<file path="src/rtl/csr_access_if.sv">
// ----------------------------------------------------------------------------
// csr_access_if : request/response and CSR register-file signals for csr_access_ctrl
// Rev 1.0
// ----------------------------------------------------------------------------
`default_nettype none

interface csr_access_if;
  logic        req_valid_i;
  logic        req_ready_o;
  logic [2:0]  req_op_i;
  logic [11:0] req_addr_i;
  logic [31:0] req_src_i;
  logic        req_src_zero_i;
  logic        resp_valid_o;
  logic        resp_ready_i;
  logic [31:0] resp_rdata_o;
  logic        resp_err_o;
  logic [31:0] csr_raddr_o;
  logic [31:0] csr_rdata_i;
  logic        csr_we_o;
  logic [31:0] csr_waddr_o;
  logic [31:0] csr_wdata_o;

  // Execute stage and CSR register file together form the master side.
  modport master (
    output req_valid_i, req_op_i, req_addr_i, req_src_i, req_src_zero_i,
    output resp_ready_i, csr_rdata_i,
    input  req_ready_o, resp_valid_o, resp_rdata_o, resp_err_o,
    input  csr_raddr_o, csr_we_o, csr_waddr_o, csr_wdata_o
  );

  modport slave (
    input  req_valid_i, req_op_i, req_addr_i, req_src_i, req_src_zero_i,
    input  resp_ready_i, csr_rdata_i,
    output req_ready_o, resp_valid_o, resp_rdata_o, resp_err_o,
    output csr_raddr_o, csr_we_o, csr_waddr_o, csr_wdata_o
  );
endinterface

`default_nettype wire

</file>
<file path="src/rtl/csr_access_ctrl.sv">
// ----------------------------------------------------------------------------
// csr_access_ctrl : Zicsr read-modify-write sequencer in front of a CSR file
// Rev 1.0
// ----------------------------------------------------------------------------
`default_nettype none

module csr_access_ctrl #(
  parameter bit RO_CHECK = 1'b1
) (
  input  logic         clk,
  input  logic         rst,
  csr_access_if.slave  bus
);

  typedef enum logic [1:0] {
    IDLE = 2'd0,
    RD   = 2'd1,
    WR   = 2'd2,
    RESP = 2'd3
  } state_t;

  state_t      state;
  state_t      state_nxt;
  logic [2:0]  op;
  logic [11:0] addr;
  logic [31:0] src;
  logic        src_zero;
  logic [31:0] rdata;
  logic        err;

  logic        accept;
  logic        illegal;
  logic        wr_en;
  logic        blocked;
  logic [31:0] new_val;
  logic        req_ready;
  logic        resp_valid;
  logic        we;
  logic [31:0] wdata;

  always_comb begin
    accept  = bus.req_valid_i && (state == IDLE);
    illegal = (bus.req_op_i[1:0] == 2'b00);
    wr_en   = (op[1:0] == 2'b01) || !src_zero;
    blocked = wr_en && RO_CHECK && (addr[11:10] == 2'b11);
    case (op[1:0])
      2'b10:   new_val = bus.csr_rdata_i | src;
      2'b11:   new_val = bus.csr_rdata_i & ~src;
      default: new_val = src;
    endcase
  end

  always_ff @(posedge clk) begin
    if (!rst) state <= IDLE;
    else      state <= state_nxt;
  end

  always_comb begin
    state_nxt  = state;
    req_ready  = 1'b0;
    resp_valid = 1'b0;
    we         = 1'b0;
    wdata      = 32'd0;
    case (state)
      IDLE: begin
        req_ready = 1'b1;
        if (bus.req_valid_i) state_nxt = illegal ? RESP : RD;
      end
      RD: state_nxt = WR;
      WR: begin
        // Gated by rst so a reset landing on the commit edge suppresses the write.
        we        = wr_en && !blocked && rst;
        wdata     = new_val;
        state_nxt = RESP;
      end
      RESP: begin
        resp_valid = 1'b1;
        if (bus.resp_ready_i) state_nxt = IDLE;
      end
      default: state_nxt = IDLE;
    endcase
  end

  // Illegal ops leave the address untouched so the CSR file sees no access.
  always_ff @(posedge clk) begin
    if (!rst) begin
      op       <= 3'd0;
      addr     <= 12'd0;
      src      <= 32'd0;
      src_zero <= 1'b0;
      rdata    <= 32'd0;
      err      <= 1'b0;
    end else begin
      if (accept) begin
        rdata <= 32'd0;
        err   <= illegal;
        if (!illegal) begin
          op       <= bus.req_op_i;
          addr     <= bus.req_addr_i;
          src      <= bus.req_op_i[2] ? {27'd0, bus.req_src_i[4:0]} : bus.req_src_i;
          src_zero <= bus.req_src_zero_i;
        end
      end
      if (state == WR) begin
        rdata <= bus.csr_rdata_i;
        err   <= blocked;
      end
    end
  end

  assign bus.req_ready_o  = req_ready;
  assign bus.resp_valid_o = resp_valid;
  assign bus.resp_rdata_o = rdata;
  assign bus.resp_err_o   = err;
  assign bus.csr_raddr_o  = {20'd0, addr};
  assign bus.csr_waddr_o  = {20'd0, addr};
  assign bus.csr_we_o     = we;
  assign bus.csr_wdata_o  = wdata;

endmodule

`default_nettype wire

</file>
<file path="src/flat_wrapper.sv">
// flat-port wrapper written by rule: the top's interface ports become plain ports
module csr_access_ctrl_flat 
#(
  parameter bit RO_CHECK = 1'b1
)
  (clk, rst, bus_req_valid_i, bus_req_op_i, bus_req_addr_i, bus_req_src_i, bus_req_src_zero_i, bus_resp_ready_i, bus_csr_rdata_i, bus_req_ready_o, bus_resp_valid_o, bus_resp_rdata_o, bus_resp_err_o, bus_csr_raddr_o, bus_csr_we_o, bus_csr_waddr_o, bus_csr_wdata_o);
  csr_access_if bus_i ();
  input  logic clk;
  input  logic rst;
  input wire logic [$bits(bus_i.req_valid_i)-1:0] bus_req_valid_i;
  input wire logic [$bits(bus_i.req_op_i)-1:0] bus_req_op_i;
  input wire logic [$bits(bus_i.req_addr_i)-1:0] bus_req_addr_i;
  input wire logic [$bits(bus_i.req_src_i)-1:0] bus_req_src_i;
  input wire logic [$bits(bus_i.req_src_zero_i)-1:0] bus_req_src_zero_i;
  input wire logic [$bits(bus_i.resp_ready_i)-1:0] bus_resp_ready_i;
  input wire logic [$bits(bus_i.csr_rdata_i)-1:0] bus_csr_rdata_i;
  output wire logic [$bits(bus_i.req_ready_o)-1:0] bus_req_ready_o;
  output wire logic [$bits(bus_i.resp_valid_o)-1:0] bus_resp_valid_o;
  output wire logic [$bits(bus_i.resp_rdata_o)-1:0] bus_resp_rdata_o;
  output wire logic [$bits(bus_i.resp_err_o)-1:0] bus_resp_err_o;
  output wire logic [$bits(bus_i.csr_raddr_o)-1:0] bus_csr_raddr_o;
  output wire logic [$bits(bus_i.csr_we_o)-1:0] bus_csr_we_o;
  output wire logic [$bits(bus_i.csr_waddr_o)-1:0] bus_csr_waddr_o;
  output wire logic [$bits(bus_i.csr_wdata_o)-1:0] bus_csr_wdata_o;
  assign bus_i.req_valid_i = bus_req_valid_i;
  assign bus_i.req_op_i = bus_req_op_i;
  assign bus_i.req_addr_i = bus_req_addr_i;
  assign bus_i.req_src_i = bus_req_src_i;
  assign bus_i.req_src_zero_i = bus_req_src_zero_i;
  assign bus_i.resp_ready_i = bus_resp_ready_i;
  assign bus_i.csr_rdata_i = bus_csr_rdata_i;
  assign bus_req_ready_o = bus_i.req_ready_o;
  assign bus_resp_valid_o = bus_i.resp_valid_o;
  assign bus_resp_rdata_o = bus_i.resp_rdata_o;
  assign bus_resp_err_o = bus_i.resp_err_o;
  assign bus_csr_raddr_o = bus_i.csr_raddr_o;
  assign bus_csr_we_o = bus_i.csr_we_o;
  assign bus_csr_waddr_o = bus_i.csr_waddr_o;
  assign bus_csr_wdata_o = bus_i.csr_wdata_o;
  csr_access_ctrl #(.RO_CHECK(RO_CHECK)) u_core (.clk(clk), .rst(rst), .bus(bus_i));
endmodule
</file>
<file path="config.mk">
export PLATFORM = sky130hd
export DESIGN_NAME = csr_access_ctrl_flat
export DESIGN_NICKNAME = d
export VERILOG_FILES = /design/src/rtl/csr_access_if.sv /design/src/rtl/csr_access_ctrl.sv /design/src/flat_wrapper.sv
export SDC_FILE = /design/constraint.sdc
export NUM_CORES = 1
export LEC_CHECK = 0
export CAP_MARGIN = 30
export CORE_UTILIZATION = 40
export CTS_BUF_LIST = sky130_fd_sc_hd__clkbuf_4
export DETAILED_ROUTE_END_ITERATION = 10
export PLACE_DENSITY = 0.84
export SYNTH_ARGS = -nofsm -noshare
export SYNTH_HDL_FRONTEND = slang
export SYNTH_SLANG_ARGS = --single-unit
</file>
<file path="constraint.sdc">
create_clock -name clk -period 1.86 [get_ports clk]
set_clock_uncertainty 0.15 [all_clocks]
set_input_delay 0.279 -clock clk [delete_from_list [all_inputs] [get_ports clk]]
set_output_delay 0.279 -clock clk [all_outputs]
set_load 0.01 [all_outputs]
</file>
# Yosys cells after proc, flatten, opt, wreduce, memory -nomap -nowiden
# Index checks and enable logic that the tools add are counted.
classes:
  n_eq_ne: 9
  n_mux: 14
  bitwise_logic: 4
  n_reduce_logical: 12
ops:
  columns: ["operator", "n"]
  rows:
  - ["$mux W32", 4]
  - ["$pmux W32 S2", 1]
  - ["$and A32 B32 Y32", 1]
  - ["$not A32 Y32", 1]
  - ["$or A32 B32 Y32", 1]
  - ["$eq A2 B2 Y1 const B", 5]
  - ["$pmux W2 S4", 1]
  - ["$mux W2", 3]
  - ["$mux W1", 5]
  - ["$eq A2 B1 Y1 const B", 2]
  - ["$logic_and A1 B1 Y1", 4]
  - ["$logic_not A2 Y1", 2]
  - ["$ne A2 B2 Y1 const B", 2]
  - ["$reduce_and A2 Y1", 2]
  - ["$logic_not A1 Y1", 2]
  - ["$reduce_bool A2 Y1", 1]
  - ["$logic_or A1 B1 Y1", 1]
  - ["$not A1 Y1", 1]
totals:
  reg_bits: 82
  out_inout_bits: 132
  word_cells: 46

# Longest topological paths before layout
# Gate-level depths: netlist of run 1.
logic_depth:
  depth_word: 7
  mapped_depth: 8
  depth_no_buf: 5

# Worst setup path before layout of run 1
# No wires, ideal clock.
synth_timing:
  path_kind: "register to output"
  startpoint: "register u_core.state[0]"
  endpoint: "output bus_csr_we_o"
  arrival_time_ns: 1.238
  slack_ns: 0.193
  stages_incl_launch_ff: 7
  path_buffers: 1
  cell_sequence: "dfxtp_1 -> inv_1 -> ha_1 -> and2_1 -> clkbuf_1 -> o21ai_0 -> a21oi_1"
synth_via:
  elab_chain_cells: 2
synth_rtl:
  columns: ["element", "line", "text"]
  rows:
  - ["from (decl)", "csr_access_ctrl.sv:22", "state_t state;"]
  - ["from (signal assigned)", "csr_access_ctrl.sv:55", "else state <= state_nxt;"]
  - ["$eq A2 B2 Y1", "csr_access_ctrl.sv:64", "case (state)"]
  - ["$mux W1", "csr_access_ctrl.sv:64", null]
  - ["to (decl)", "flat_wrapper.sv:22", "output wire logic [$bits(bus_i.csr_we_o)-1:0] bus_csr_we_o;"]
# No other way between the ends.

# Worst setup path in the final report of run 1
layout_timing:
  startpoint: "register u_core.state[0]"
  endpoint: "output bus_csr_wdata_o[23]"
layout_via:
  elab_chain_cells: 2
layout_rtl:
  columns: ["element", "line", "text"]
  rows:
  - ["$eq A2 B2 Y1", "csr_access_ctrl.sv:64", null]
  - ["$mux W32", "csr_access_ctrl.sv:64", null]
  - ["to (decl)", "flat_wrapper.sv:24", "output wire logic [$bits(bus_i.csr_wdata_o)-1:0] bus_csr_wdata_o;"]
# No other way between the ends.

==> results of run 1 <==
[Yosys cell counts]
master and number:
a21boi_0 32, dfxtp_1 82, buf_2 14, inv_1 4
o311a_1 1, and2_1 1, a21oi_1 50, nor2_1 1
o211ai_2 1, o211a_1 1, buf_4 54, o21ai_0 4
nand2_1 99, nor2b_1 3, o32ai_1 1, conb_1 1
o21a_1 1, a211oi_1 1, nand3_1 2, ha_1 3
nand3b_1 59, clkbuf_1 18, a22o_1 32, nand2b_1 1
[power groups by stage]
stage               Clock, mW  Sequential (mW)  Combinational (mW)
floorplan                   0             2.31                1.15
global placement            0             2.24                2.32
detailed placement          0             2.26                2.39
CTS                      1.36             2.23                2.57
global route             1.42             2.30                3.32
finish                   1.33             2.26                3.12
[routing by layer]
layer  global-route usage [%]  routed length [um]
met1                     26.9                5410
met2                     42.8                6790
met3                     2.97                 612
met4                     10.9                 305
met5                        0                   0
[stage by stage]
stage / cells / total power [mW] / utilization [%] / hold slack [ps] / setup TNS [ps]
floorplan: 505 / 3.47 / - / 260 / 0
global placement: 747 / 4.56 / 61.0 / 296 / -5940
detailed placement: 747 / 4.65 / 61.0 / 301 / -6580
CTS: 769 / 6.16 / 64.0 / 212 / -4520
global route: 779 / 7.04 / 68.4 / 234 / -7460
finish: 779 / 6.72 / 68.4 / 241 / -3340
[how the worst max path moves through the flow]
stage / endpoint / slack, ps / depth (start not counted)
6_report: bus_csr_wdata_o[23] / -140 / 6
5_1_grt: bus_csr_we_o / -210 / 7
4_1_cts: bus_csr_wdata_o[30] / -210 / 5
3_5_place_dp: bus_csr_wdata_o[16] / -320 / 5
3_3_place_gp: bus_csr_wdata_o[16] / -280 / 5
2_1_floorplan: bus_csr_we_o / 190 / 6
[repair_timing]
action	in CTS	in global routing
setup endpoints to repair	39	67
gates resized for setup	175	122
pin swaps	2	36
gates cloned	1	7
buffers inserted	5	3
[layout by cell type, fill, tap and decap left out, types with 3 or more instances in the layout]
cell type,n
buf_4,14
buf_6,9
dfxtp_2,5
dfxtp_1,76
clkbuf_4,9
clkbuf_16,6
nand2_4,12
a21oi_2,27
buf_2,34
conb_1,40
o21ai_0,3
nand2_1,84
a21boi_2,32
clkdlybuf4s50_1,140
buf_12,9
a22o_1,32
nand2_2,3
nand3b_1,59
bufinv_16,3
a21oi_1,22
[cells by family (layout without fill, tap and decap cells)]
| group | Yosys count | after routing | synth area share, % |
|---|---|---|---|
| flops | 82 | 82 | 41.6 |
| buf+inv | 90 | 235 | 14.1 |
| compound gates | 124 | 124 | 21.5 |
| simple gates | 166 | 166 | 21.8 |
| other cells | 1 | 40 | 0.0950 |
| fa+ha+maj | 3 | 3 | 0.951 |
[area by class of cell]
| type | count | area, um^2 |
|---|---|---|
| Timing Repair Buffer | 215 | 2150 |
| Inverter | 4 | 15.0 |
| Tap cell | 129 | 161 |
| Sequential cell | 82 | 1650 |
| Fill cell | 749 | 2970 |
| Clock inverter | 7 | 116 |
| Multi-Input combinational cell | 333 | 2280 |
| Clock buffer | 9 | 67.6 |
[worst max-delay path, cell delays in order (launching register included)]
cell and delay (ps):
dfxtp_2 370, inv_2 50, ha_4 170, buf_12 140, buf_12 120, a21boi_2 140
buf_2 140
[flip-flops by register name (all words and copies together), names as in the netlist]
| register | count |
|---|---|
| u_core.bus.resp_rdata_o | 32 |
| u_core.src | 32 |
| u_core.addr | 12 |
| u_core.op | 2 |
| u_core.state | 2 |
| u_core.bus.resp_err_o | 1 |
| u_core.src_zero | 1 |
==> flow_summary.toml, run 1 <==
[run_status]
status = "finished, violations left"
violations = "negative setup slack"

[run]
max_cap_viol_count = 0

[detailed_routing]
vias = 3970
drc_errors = 0
drt_iter0_drc = 125
final_antenna_net_count = 0
wirelength_um = 13100
first_pass_iters = 4
via_per_inst = 5.10
drt-wirelength-per-cell_um = 16.8

[place]
place_hpwl_um = 8380
preCtsSetupSlack_ps = -318
gp_congestion = 0.770
portBuffers = 175
placed_area_mm2 = 0.00574

[setup_path]
crit_type = "flop to primary output"
critPathLaunchType = "flop"
cp-startpoint = "u_core.state[0]"
cp_max_fo = 13
cp.arrival_ps = 1570
regToRegStartpoint = "u_core.state[0]"
cp_data_required_time_ps = 1430
cp-end-kind = "primary output"
worstReg2RegEnd = "u_core.src[17]"
regToRegSetupSlack_ps = -80
r2r_cells = 10

[floorplan]
dieArea_mm2 = 0.0103
die_w_um = 101
die_y_um = 101
ioPinCount = 216
std_cell_rows = 35
core_mm2 = 0.00942
start_util_pct = 41.9

[cells_and_area]
final_area_mm2 = 0.00644
synthToLayoutAreaGrowth_pct = 63.2
nets = 732
antenna_cells = 0
drive_gt1_share_pct = 27.7

[timing]
min_period_ps = 2000
max_freq_ghz = 0.501
setup_viol = 67
setup_ws_ps = -137
drv_slew = 0
report.final.hold_viol_count = 0
rsz0062_at_grt = "yes"
post-route-period-util_pct = 107

[cts]
cts_sinks = 82
cts_buffers = 9
htreeDepth = 3
ctsHoldBuffers = 0
cts.clk_slew.worst_paths_ps = 140
insertion_delay_ps = 420
cts_tree = "yes"
clockBufferDepth = 2
cts_root_buffer = "clkbuf_4"

[grt]
grt_pass1_vias = 3879
grt_overflow = 0
antenna_found_initial = 0
grt_pass1_wl_um = 18600
grt_max_degree = 34
grt.total_usage_pct = 23.3

[yosys]
synth.area.top_cells = "dfxtp_1 (42%), nand3b_1 (11%), buf_4 (10%)"
synth_area_mm2 = 0.00395
postSynthAreaPerCell_um2 = 8.47
syn_inst = 466
ys_ff_latch = 82
yosysTopAreaCell = "dfxtp_1"
synth_cell_types = 24
yosysSeqAreaShare_pct = 41.6
yosys.area.top_type_share_pct = 41.6
synth_warnings = 0

[hold_path]
hp-class = "input pin to flop"
hold_end = "u_core.addr[11]"
holdCritStartpoint = "bus_req_addr_i[11]"
hold_depth = 3

[pwr]
comb_power_share_pct = 46.5
p_clk_share_pct = 19.8
p_sw_mw = 2.27
leakage_nw = 2.41
p_int_mw = 4.44
p_seq_share_pct = 33.7
max-vdd-ir-drop_mv = 0.480
swShare_pct = 33.8
power_density_mw_per_mm2 = 1040
(Power assumes the default switching activity.)
==> inputs of run 2 (changes only) <==
--- a/config.mk
+++ b/config.mk
@@ -6,10 +6,11 @@
 export NUM_CORES = 1
 export LEC_CHECK = 0
 export CAP_MARGIN = 30
+export CORE_ASPECT_RATIO = 2
 export CORE_UTILIZATION = 40
 export CTS_BUF_LIST = sky130_fd_sc_hd__clkbuf_4
 export DETAILED_ROUTE_END_ITERATION = 10
-export PLACE_DENSITY = 0.84
+export PLACE_DENSITY = 0.89
 export SYNTH_ARGS = -nofsm -noshare
 export SYNTH_HDL_FRONTEND = slang
 export SYNTH_SLANG_ARGS = --single-unit
==> run 2 against run 1 <==
The run still ends with negative setup slack left; global-route usage is 1.5 points higher; power is 12% lower; setup slack better by 5.1 ps; register-to-register slack better by 180 ps; wire length is 1.4% lower; non-clock buffer count is 12 lower; clock power is 23% lower; critical path depth is 1 higher; sequential share of layout area is 1.9 points higher.
==> flow_summary.toml, run 2 (synthesis results as in run 1) <==
[setup_path]
cp_max_fo = 4
critPathBufInv = 3
critPathSlowestCell = "dfxtp_2"
r2r_cells = 8
regToRegStartpoint = "u_core.state[0]"
cp_cell_sequence = "inv_2 > ha_4 > buf_6 > and2_4 > o21ai_4 > a21oi_2 > buf_2"
critPathLaunchType = "flop"
cp.arrival_ps = 1560
crit_type = "flop to primary output"
cp_data_required_time_ps = 1430
cp-end-kind = "primary output"
slowest_delay_ps = 350
cp_top_family = "flip-flops"
worstReg2RegEnd = "u_core.bus.resp_rdata_o[17]"
regToRegSetupSlack_ps = 100

[timing]
setup_viol = 33
drv_slew = 0
max_freq_ghz = 0.502
report.final.hold_viol_count = 0
setup_ws_ps = -132
post-route-period-util_pct = 107
rsz0062_at_grt = "yes"
min_period_ps = 1990

[cts]
clockBufferDepth = 2
cts.clk_slew.worst_paths_ps = 130
cts_buffers = 9
insertion_delay_ps = 410
htreeDepth = 3
cts_tree = "yes"
cts_sinks = 82
cts_root_buffer = "clkbuf_4"

[pwr]
power_density_mw_per_mm2 = 978
swShare_pct = 34.7
total_power_mw = 5.89
p_seq_share_pct = 38.3
p_int_mw = 3.85
p_sw_mw = 2.05
p_clk_share_pct = 17.3
max-vdd-ir-drop_mv = 0.735
comb_power_share_pct = 44.4
leakage_nw = 2.38

[grt]
grt_max_degree = 33
grt_pass1_wl_um = 19400
grt_pass1_vias = 3963
antenna_found_initial = 1
grt.total_usage_pct = 24.9
grt_overflow = 0

[detailed_routing]
first_pass_iters = 4
drc_errors = 0
drt_iter0_drc = 175
wirelength_um = 12900
vias = 3937
via_per_inst = 5.11
final_antenna_net_count = 0
drt-wirelength-per-cell_um = 16.8

[hold_path]
hp-class = "input pin to flop"
hold_end = "u_core.addr[5]"
hold_depth = 3
holdCritStartpoint = "bus_req_addr_i[5]"

[cells_and_area]
synthToLayoutAreaGrowth_pct = 52.6
fillers = 807
final_common_cell = "clkdlybuf4s50_1"
final_area_mm2 = 0.00602
final_cell_mix = "clkdlybuf4s50_1 (131), nand2_1 (98), dfxtp_1 (72)"
regArea_mm2 = 0.00166
nets = 720
drive_gt1_share_pct = 20.2
multi_input_area_mm2 = 0.00211

[floorplan]
start_util_pct = 41.0
dieArea_mm2 = 0.0103
std_cell_rows = 51
ioPinCount = 216
die_y_um = 142
core_mm2 = 0.00964
die_w_um = 72.2

[place]
portBuffers = 175
gp_congestion = 0.855
place_hpwl_um = 9340
placed_area_mm2 = 0.00576

[run_status]
violations = "negative setup slack"
status = "finished, violations left"

[run]
max_cap_viol_count = 0
[run 2: cell types whose count changed in the layout (fill, tap and decap cells not counted), sizes merged, moves of 2 or more]
cell	delta
bufinv	-2
dlymetal6s2s	+9
buf	-6
clkdlybuf4s50	-9
clkbuf	-4
clkinvlp	+2
[run 2: stage by stage]
stage                     setup WS, ps  hold WS [ps]  TNS [ps]  instances  util (%)
final                             -132           225     -1130        771      62.5
after global routing              -241           203     -4960        771      62.5
after CTS                         -201           197     -3380        770      61.8
after detailed placement          -269           303     -6690        750      59.7
after global placement            -257           297     -6290        750      59.7
after floorplan                    193           260         0        505         -
[run 2: what timing repair did]
action / 4_1_cts / 5_1_grt
buffers inserted: 3 / 1
gates cloned: 1 / 0
resized for setup: 212 / 49
pin swaps: 0 / 1
endpoints found under the setup margin: 39 / 56
hold buffers: 0 / 0
[run 2: final cells by class]
type                       instances  area share [%]
multi-input combinational        333            35.0
timing repair buffer             203            32.3
sequential                        82            27.5
tap                              132            2.74
clock buffer                      10            1.25
clock inverter                     6           0.955
inverter                           4           0.249
antenna                            1          0.0415
[run 2: worst min-delay path: stages]
cell,delay [ps]
clkdlybuf4s50_1,390
nand2_1,50
a21oi_1,50
[run 2: worst max-delay path by stage]
stage	startpoint	to	cells after the start
detailed placement	bus_csr_rdata_i[22]	bus_csr_wdata_o[22]	4
floorplan	u_core.state[0]	bus_csr_we_o	6
CTS	u_core.state[0]	bus_csr_wdata_o[24]	5
global route	u_core.state[0]	bus_csr_we_o	7
finish	u_core.state[0]	bus_csr_we_o	7
global placement	u_core.state[0]	bus_csr_wdata_o[5]	5
[run 2: power by group through the flow]
stage	Combinational [mW]	Sequential, mW	Clock (mW)
finish	2.62	2.26	1.02
floorplan	1.15	2.31	0
CTS	2.53	2.24	1.05
global route	2.79	2.28	1.13
detailed placement	2.40	2.27	0
global placement	2.33	2.25	0
[run 2: per-layer routing]
| layer | vias up | wire length (um) | global-route usage (%) |
|---|---|---|---|
| met5 | - | 0 | 0 |
| met4 | 0 | 718 | 15.4 |
| met3 | 52 | 685 | 5.10 |
| met2 | 212 | 7040 | 47.0 |
| met1 | 1827 | 4480 | 23.5 |
| li1 | 1846 | - | - |
==> RTL edit 1 (config.mk and constraints of run 1) <==
`RO_CHECK` is set to 1'b1 in 2 places; all go to 1'b0.
--- a/src/rtl/csr_access_ctrl.sv
+++ b/src/rtl/csr_access_ctrl.sv
@@ -5,7 +5,7 @@
 `default_nettype none
 
 module csr_access_ctrl #(
-  parameter bit RO_CHECK = 1'b1
+  parameter bit RO_CHECK = 1'b0
 ) (
   input  logic         clk,
   input  logic         rst,
--- a/src/flat_wrapper.sv
+++ b/src/flat_wrapper.sv
@@ -1,7 +1,7 @@
 // flat-port wrapper written by rule: the top's interface ports become plain ports
 module csr_access_ctrl_flat 
 #(
-  parameter bit RO_CHECK = 1'b1
+  parameter bit RO_CHECK = 1'b0
 )
   (clk, rst, bus_req_valid_i, bus_req_op_i, bus_req_addr_i, bus_req_src_i, bus_req_src_zero_i, bus_resp_ready_i, bus_csr_rdata_i, bus_req_ready_o, bus_resp_valid_o, bus_resp_rdata_o, bus_resp_err_o, bus_csr_raddr_o, bus_csr_we_o, bus_csr_waddr_o, bus_csr_wdata_o);
   csr_access_if bus_i ();
Check against the original RTL: not equivalent (Yosys sat finds a counterexample within 4 cycles, from zero or initial values and one cycle with rst low).
==> RTL edit 1 against run 1 <==
- the run still ends with setup timing left
- first-iteration DRC count down 9.6%
- power down 9.1%
- sequential cell count unchanged
- critical path depth unchanged
- routed wire length down 9.2%
- sequential share of layout area up 2.5 points
- worst setup slack better by 0.0054 ns
- final area down 8.8%
- synthesized area down 4.3%
- utilization down 4.6 points
- count of clock-buffer cells in the layout unchanged
- critical path type unchanged
- critical endpoint is now bus_csr_wdata_o[11]
- largest power group unchanged
==> RTL edit 1: results <==
<?xml version="1.0" encoding="UTF-8"?>
<metrics>
  <group name="status">
    <metric name="result_of_the_run" unit="">finished with violations</metric>
    <metric name="failing_checks" unit="">setup timing</metric>
  </group>
  <group name="clocking">
    <metric name="clock_insertion_delay_worst_skew" unit="ns">0.39</metric>
  </group>
  <group name="timing">
    <metric name="timing.final.ws_setup" unit="ns">-0.132</metric>
    <metric name="final.setup.tns" unit="ns">-3.70</metric>
    <metric name="setup_viol_count_final" unit="">50</metric>
  </group>
  <group name="logic_synthesis">
    <metric name="netlist-cell-type-count" unit="">29</metric>
    <metric name="ys_top_cells_by_count" unit="">dfxtp_1, nand2_1, a22o_1</metric>
    <metric name="synthesis.area_per_instance" unit="µm²">9.33</metric>
    <metric name="ys_top_cells_by_area" unit="">dfxtp_1, a22o_1, buf_4</metric>
  </group>
  <group name="routing">
    <metric name="wl_per_cell" unit="µm">17.0</metric>
    <metric name="vias_per_cell" unit="">5.19</metric>
    <metric name="firstDrtPassIters" unit="">6</metric>
    <metric name="routed-via-count" unit="">3645</metric>
    <metric name="first_iteration_detailed_routing_drc_count" unit="">113</metric>
  </group>
  <group name="pwr">
    <metric name="cell_internal_pwr" unit="mW">4.02</metric>
    <metric name="power_leakage" unit="nW">2.35</metric>
    <metric name="power.share.sequential" unit="%">36.8</metric>
  </group>
  <group name="placement">
    <metric name="gp_congestion" unit="">0.783</metric>
    <metric name="dp_worst_setup_slack" unit="ns">-0.418</metric>
    <metric name="placedInstanceArea" unit="µm²">5470</metric>
  </group>
  <group name="min_path">
    <metric name="hold_path.startpoint" unit="">bus_req_addr_i[2]</metric>
  </group>
  <group name="setup_path">
    <metric name="cp_max_fo" unit="">9</metric>
    <metric name="end_of_the_worst_register_to_register_path" unit="">u_core.bus.resp_rdata_o[13]</metric>
  </group>
  <group name="cells_and_area">
    <metric name="finish.net_count" unit="">673</metric>
  </group>
  <group name="global_routing">
    <metric name="grt_pass1_vias" unit="">3523</metric>
    <metric name="grtUsageTotal" unit="%">23.8</metric>
  </group>
</metrics>
RTL edit 1: cell types whose count changed after synthesis, moves of 2 or more:
cell and delta:
clkbuf_1 -9, nand3b_1 -27, buf_6 +3, a21oi_1 -29
inv_1 -2, nand2_1 -28, a22o_1 +27
RTL edit 1: cells by family after synthesis:
kind of cell,synth area share [%]
compound gates,25.2
simple gates,15.3
buf+inv,14.9
flops,43.5
fa+ha+maj,0.994
other cells,0.0993
RTL edit 1: how the worst max path moves through the flow:
| stage | start | endpoint | depth (start not counted) |
|---|---|---|---|
| floorplan | u_core.state[0] | bus_csr_we_o | 7 |
| global placement | rst | bus_csr_we_o | 4 |
| detailed placement | bus_req_op_i[1] | u_core.src[15] | 4 |
| CTS | u_core.state[0] | bus_csr_wdata_o[18] | 6 |
| global route | u_core.state[0] | bus_csr_wdata_o[20] | 6 |
| finish | u_core.state[0] | bus_csr_wdata_o[11] | 6 |
RTL edit 1: cell type report:
cell class | count | share of cell area, %
inverters | 3 | 0.192
clock buffers | 9 | 1.15
well taps | 111 | 2.36
clock inverters | 7 | 1.30
multi-input cells | 280 | 32.5
repair buffers | 210 | 34.3
flip-flops and latches | 82 | 28.1
RTL edit 1: routing by layer:
metal  GRT usage, %  wire [µm]  vias up
li1               -          -     1703
met1           29.4       4950     1781
met2           41.4       6110      151
met3           5.90        707       10
met4           6.79        127        0
met5              0          0        -
RTL edit 1: worst max-delay path: stages, from the launching register on:
cell      delay [ns]
dfxtp_2         0.35
inv_2           0.08
ha_4            0.18
buf_4           0.13
buf_12          0.12
a21boi_2        0.16
buf_2           0.15
RTL edit 1: timing repair:
item / CTS / global route
buffers inserted: 4 / 7
hold buffers: 0 / 0
gates resized for setup: 216 / 36
gates cloned: 5 / 1
endpoints found under the setup margin: 62 / 115
pin swaps: 11 / 5
==> RTL edit 2 (settings of run 1) <==
Without the edit above. Encoding of `state_t`: now Gray code (2 bits for 4 states).
--- a/src/rtl/csr_access_ctrl.sv
+++ b/src/rtl/csr_access_ctrl.sv
@@ -13,10 +13,10 @@
 );
 
   typedef enum logic [1:0] {
-    IDLE = 2'd0,
-    RD   = 2'd1,
-    WR   = 2'd2,
-    RESP = 2'd3
+    IDLE = 2'b00,
+    RD   = 2'b01,
+    WR   = 2'b11,
+    RESP = 2'b10
   } state_t;
 
   state_t      state;
Behaviour: same outputs for any inputs over 10 cycles, from zero or initial values and one cycle with rst low; not proved beyond that.
==> RTL edit 2 against run 1 <==
- the run still ends with setup timing left
- worst hold slack improved by 0.016 ns
- die area up 13%
- worst setup slack better by 0.084 ns
- sequential cell count stayed put
- synthesized cell count is 17% higher
- count of clock-buffer cells in the layout rose by 2
- critical path depth shrank 1
- routed wire length up 1.4%
- final area down 1.7%
- highest routed layer unchanged
- synthesized area is 13% higher
- global-route usage is 0.91 points lower
Power is not compared: it rests on default switching activity, and its combinational part moved more than twofold at a synthesized area within 25%.
==> RTL edit 2: results <==
<?xml version="1.0" encoding="UTF-8"?>
<metrics>
  <group name="setup_path">
    <metric name="worst-r2r-cell-count" unit="">5</metric>
    <metric name="critPathArrivalTime" unit="ns">1.48</metric>
    <metric name="r2r-start" unit="">u_core.state[1]</metric>
    <metric name="critical_path.endpoint" unit="">bus_csr_we_o</metric>
    <metric name="end_of_the_worst_register_to_register_path" unit="">u_core.src[27]</metric>
    <metric name="cp_max_fo" unit="">4</metric>
    <metric name="worst-r2r-setup-slack" unit="ns">0.22</metric>
    <metric name="critPathLaunch" unit="">u_core.op[1]</metric>
  </group>
  <group name="routing">
    <metric name="postRouteWirelength" unit="mm">13.3</metric>
    <metric name="first_iteration_detailed_routing_drc_count" unit="">257</metric>
    <metric name="wl_per_cell" unit="µm">15.8</metric>
    <metric name="routed-via-count" unit="">4417</metric>
  </group>
  <group name="clocking">
    <metric name="cts-root-to-sink-buffers" unit="">2</metric>
    <metric name="clock_tree.htree_level_count" unit="">3</metric>
    <metric name="clock_insertion_delay_worst_skew" unit="ns">0.41</metric>
    <metric name="cts_buffers" unit="">9</metric>
    <metric name="path_clk_slew" unit="ns">0.13</metric>
  </group>
  <group name="global_routing">
    <metric name="grtUsageTotal" unit="%">22.4</metric>
    <metric name="pin_count_of_the_biggest_net_entering_global_routing" unit="">83</metric>
    <metric name="grt_pass1_wl" unit="mm">20.6</metric>
    <metric name="grt_pass1_vias" unit="">4193</metric>
  </group>
  <group name="placement">
    <metric name="place_hpwl" unit="mm">9.04</metric>
    <metric name="gp_congestion" unit="">0.746</metric>
    <metric name="post-place-cells" unit="">820</metric>
  </group>
  <group name="status">
    <metric name="failing_checks" unit="">setup timing</metric>
    <metric name="result_of_the_run" unit="">finished with violations</metric>
  </group>
  <group name="cells_and_area">
    <metric name="fillCellCount" unit="">992</metric>
    <metric name="diodes" unit="">0</metric>
    <metric name="finish.net_count" unit="">778</metric>
    <metric name="proportion_of_layout_cells_with_a_drive_suffix_above_1" unit="%">17.5</metric>
  </group>
  <group name="min_path">
    <metric name="min-delay-path-class" unit="">in2reg</metric>
  </group>
  <group name="logic_synthesis">
    <metric name="netlist-cell-type-count" unit="">33</metric>
    <metric name="ys_top_cells_by_count" unit="">dfxtp_1, nand2_1, a21boi_1, buf_4, nand3_1</metric>
    <metric name="synth-seq-area-share" unit="%">36.7</metric>
    <metric name="ys_top_cells_by_area" unit="">dfxtp_1, a21boi_1, buf_4</metric>
    <metric name="syn-instance-count" unit="">544</metric>
    <metric name="share_of_flip_flops_with_an_asynchronous_set_or_reset_after_synthesis" unit="%">0</metric>
  </group>
  <group name="timing">
    <metric name="timing.final.ws_setup" unit="ns">-0.0526</metric>
    <metric name="final.setup.tns" unit="ns">-0.0761</metric>
    <metric name="setup_viol_count_final" unit="">3</metric>
  </group>
</metrics>
RTL edit 2: cell count changes after synthesis, moves of 27 or more:
cell      change
a21boi_1     +53
nand3_1      +48
o21ai_1      +40
a22o_1       -32
nand2_1      -31
nand3b_1     -27
nand4b_1     +27
RTL edit 2: final cells by class:
cell class / instances / area, µm² / share of cell area [%]
clock buffers: 11 / 82.6 / 1.30
clock inverters: 5 / 55.1 / 0.870
inverters: 1 / 3.75 / 0.0593
multi-input cells: 395 / 2400 / 37.8
flip-flops and latches: 82 / 1650 / 26.1
well taps: 140 / 175 / 2.77
repair buffers: 205 / 1960 / 31.0
RTL edit 2: where the power goes:
part | switching (mW) | internal (mW) | total [mW]
clock network | 0.596 | 0.437 | 1.03
logic | 0.436 | 0.450 | 0.885
registers | 0.0530 | 1.83 | 1.88
RTL edit 2: layer usage:
metal | wire length [µm] | GRT usage, %
met1 | 5610 | 28.1
met2 | 6640 | 38.8
met3 | 814 | 4.30
met4 | 221 | 6.56
met5 | 0 | 0
RTL edit 2: cells by family after synthesis:
group / synth area share, %
other: 0.0838
AO/OA/AOI/OAI: 23.7
AND/OR/NAND/NOR: 24.1
flip-flops: 36.7
buffers and inverters: 15.4
RTL edit 2: what timing repair did:
| action | CTS | global route |
|---|---|---|
| gates resized for setup | 84 | 95 |
| setup endpoints to repair | 36 | 43 |
| cloned | 1 | 0 |
| buffers inserted | 0 | 2 |
| pin swaps | 0 | 5 |
RTL edit 2: stage by stage:
step / setup WS (ns) / area (µm²)
2_1_floorplan: 0.313 / 4620
3_3_place_gp: -0.150 / 6180
3_5_place_dp: -0.177 / 6180
4_1_cts: -0.167 / 6320
5_1_grt: -0.157 / 6330
6_report: -0.0526 / 6330
RTL edit 2: worst min path at each step:
stage,startpoint,end,slack (ns),cells past startpoint
after detailed placement,u_core.bus.resp_rdata_o[1],u_core.bus.resp_rdata_o[1],0.31,2
after floorplan,bus_req_op_i[0],u_core.op[0],0.26,2
after CTS,bus_req_addr_i[10],u_core.addr[10],0.23,3
after global routing,bus_req_src_i[2],u_core.src[2],0.24,3
final,bus_req_addr_i[10],u_core.addr[10],0.26,3
after global placement,u_core.bus.resp_rdata_o[30],u_core.bus.resp_rdata_o[30],0.31,2
RTL edit 2: critical path, stage by stage (launching register included):
cell and delay (ns):
dfxtp_4 0.40, buf_4 0.14, nand2b_4 0.14, a21oi_2 0.11, and3_4 0.18, buf_6 0.10
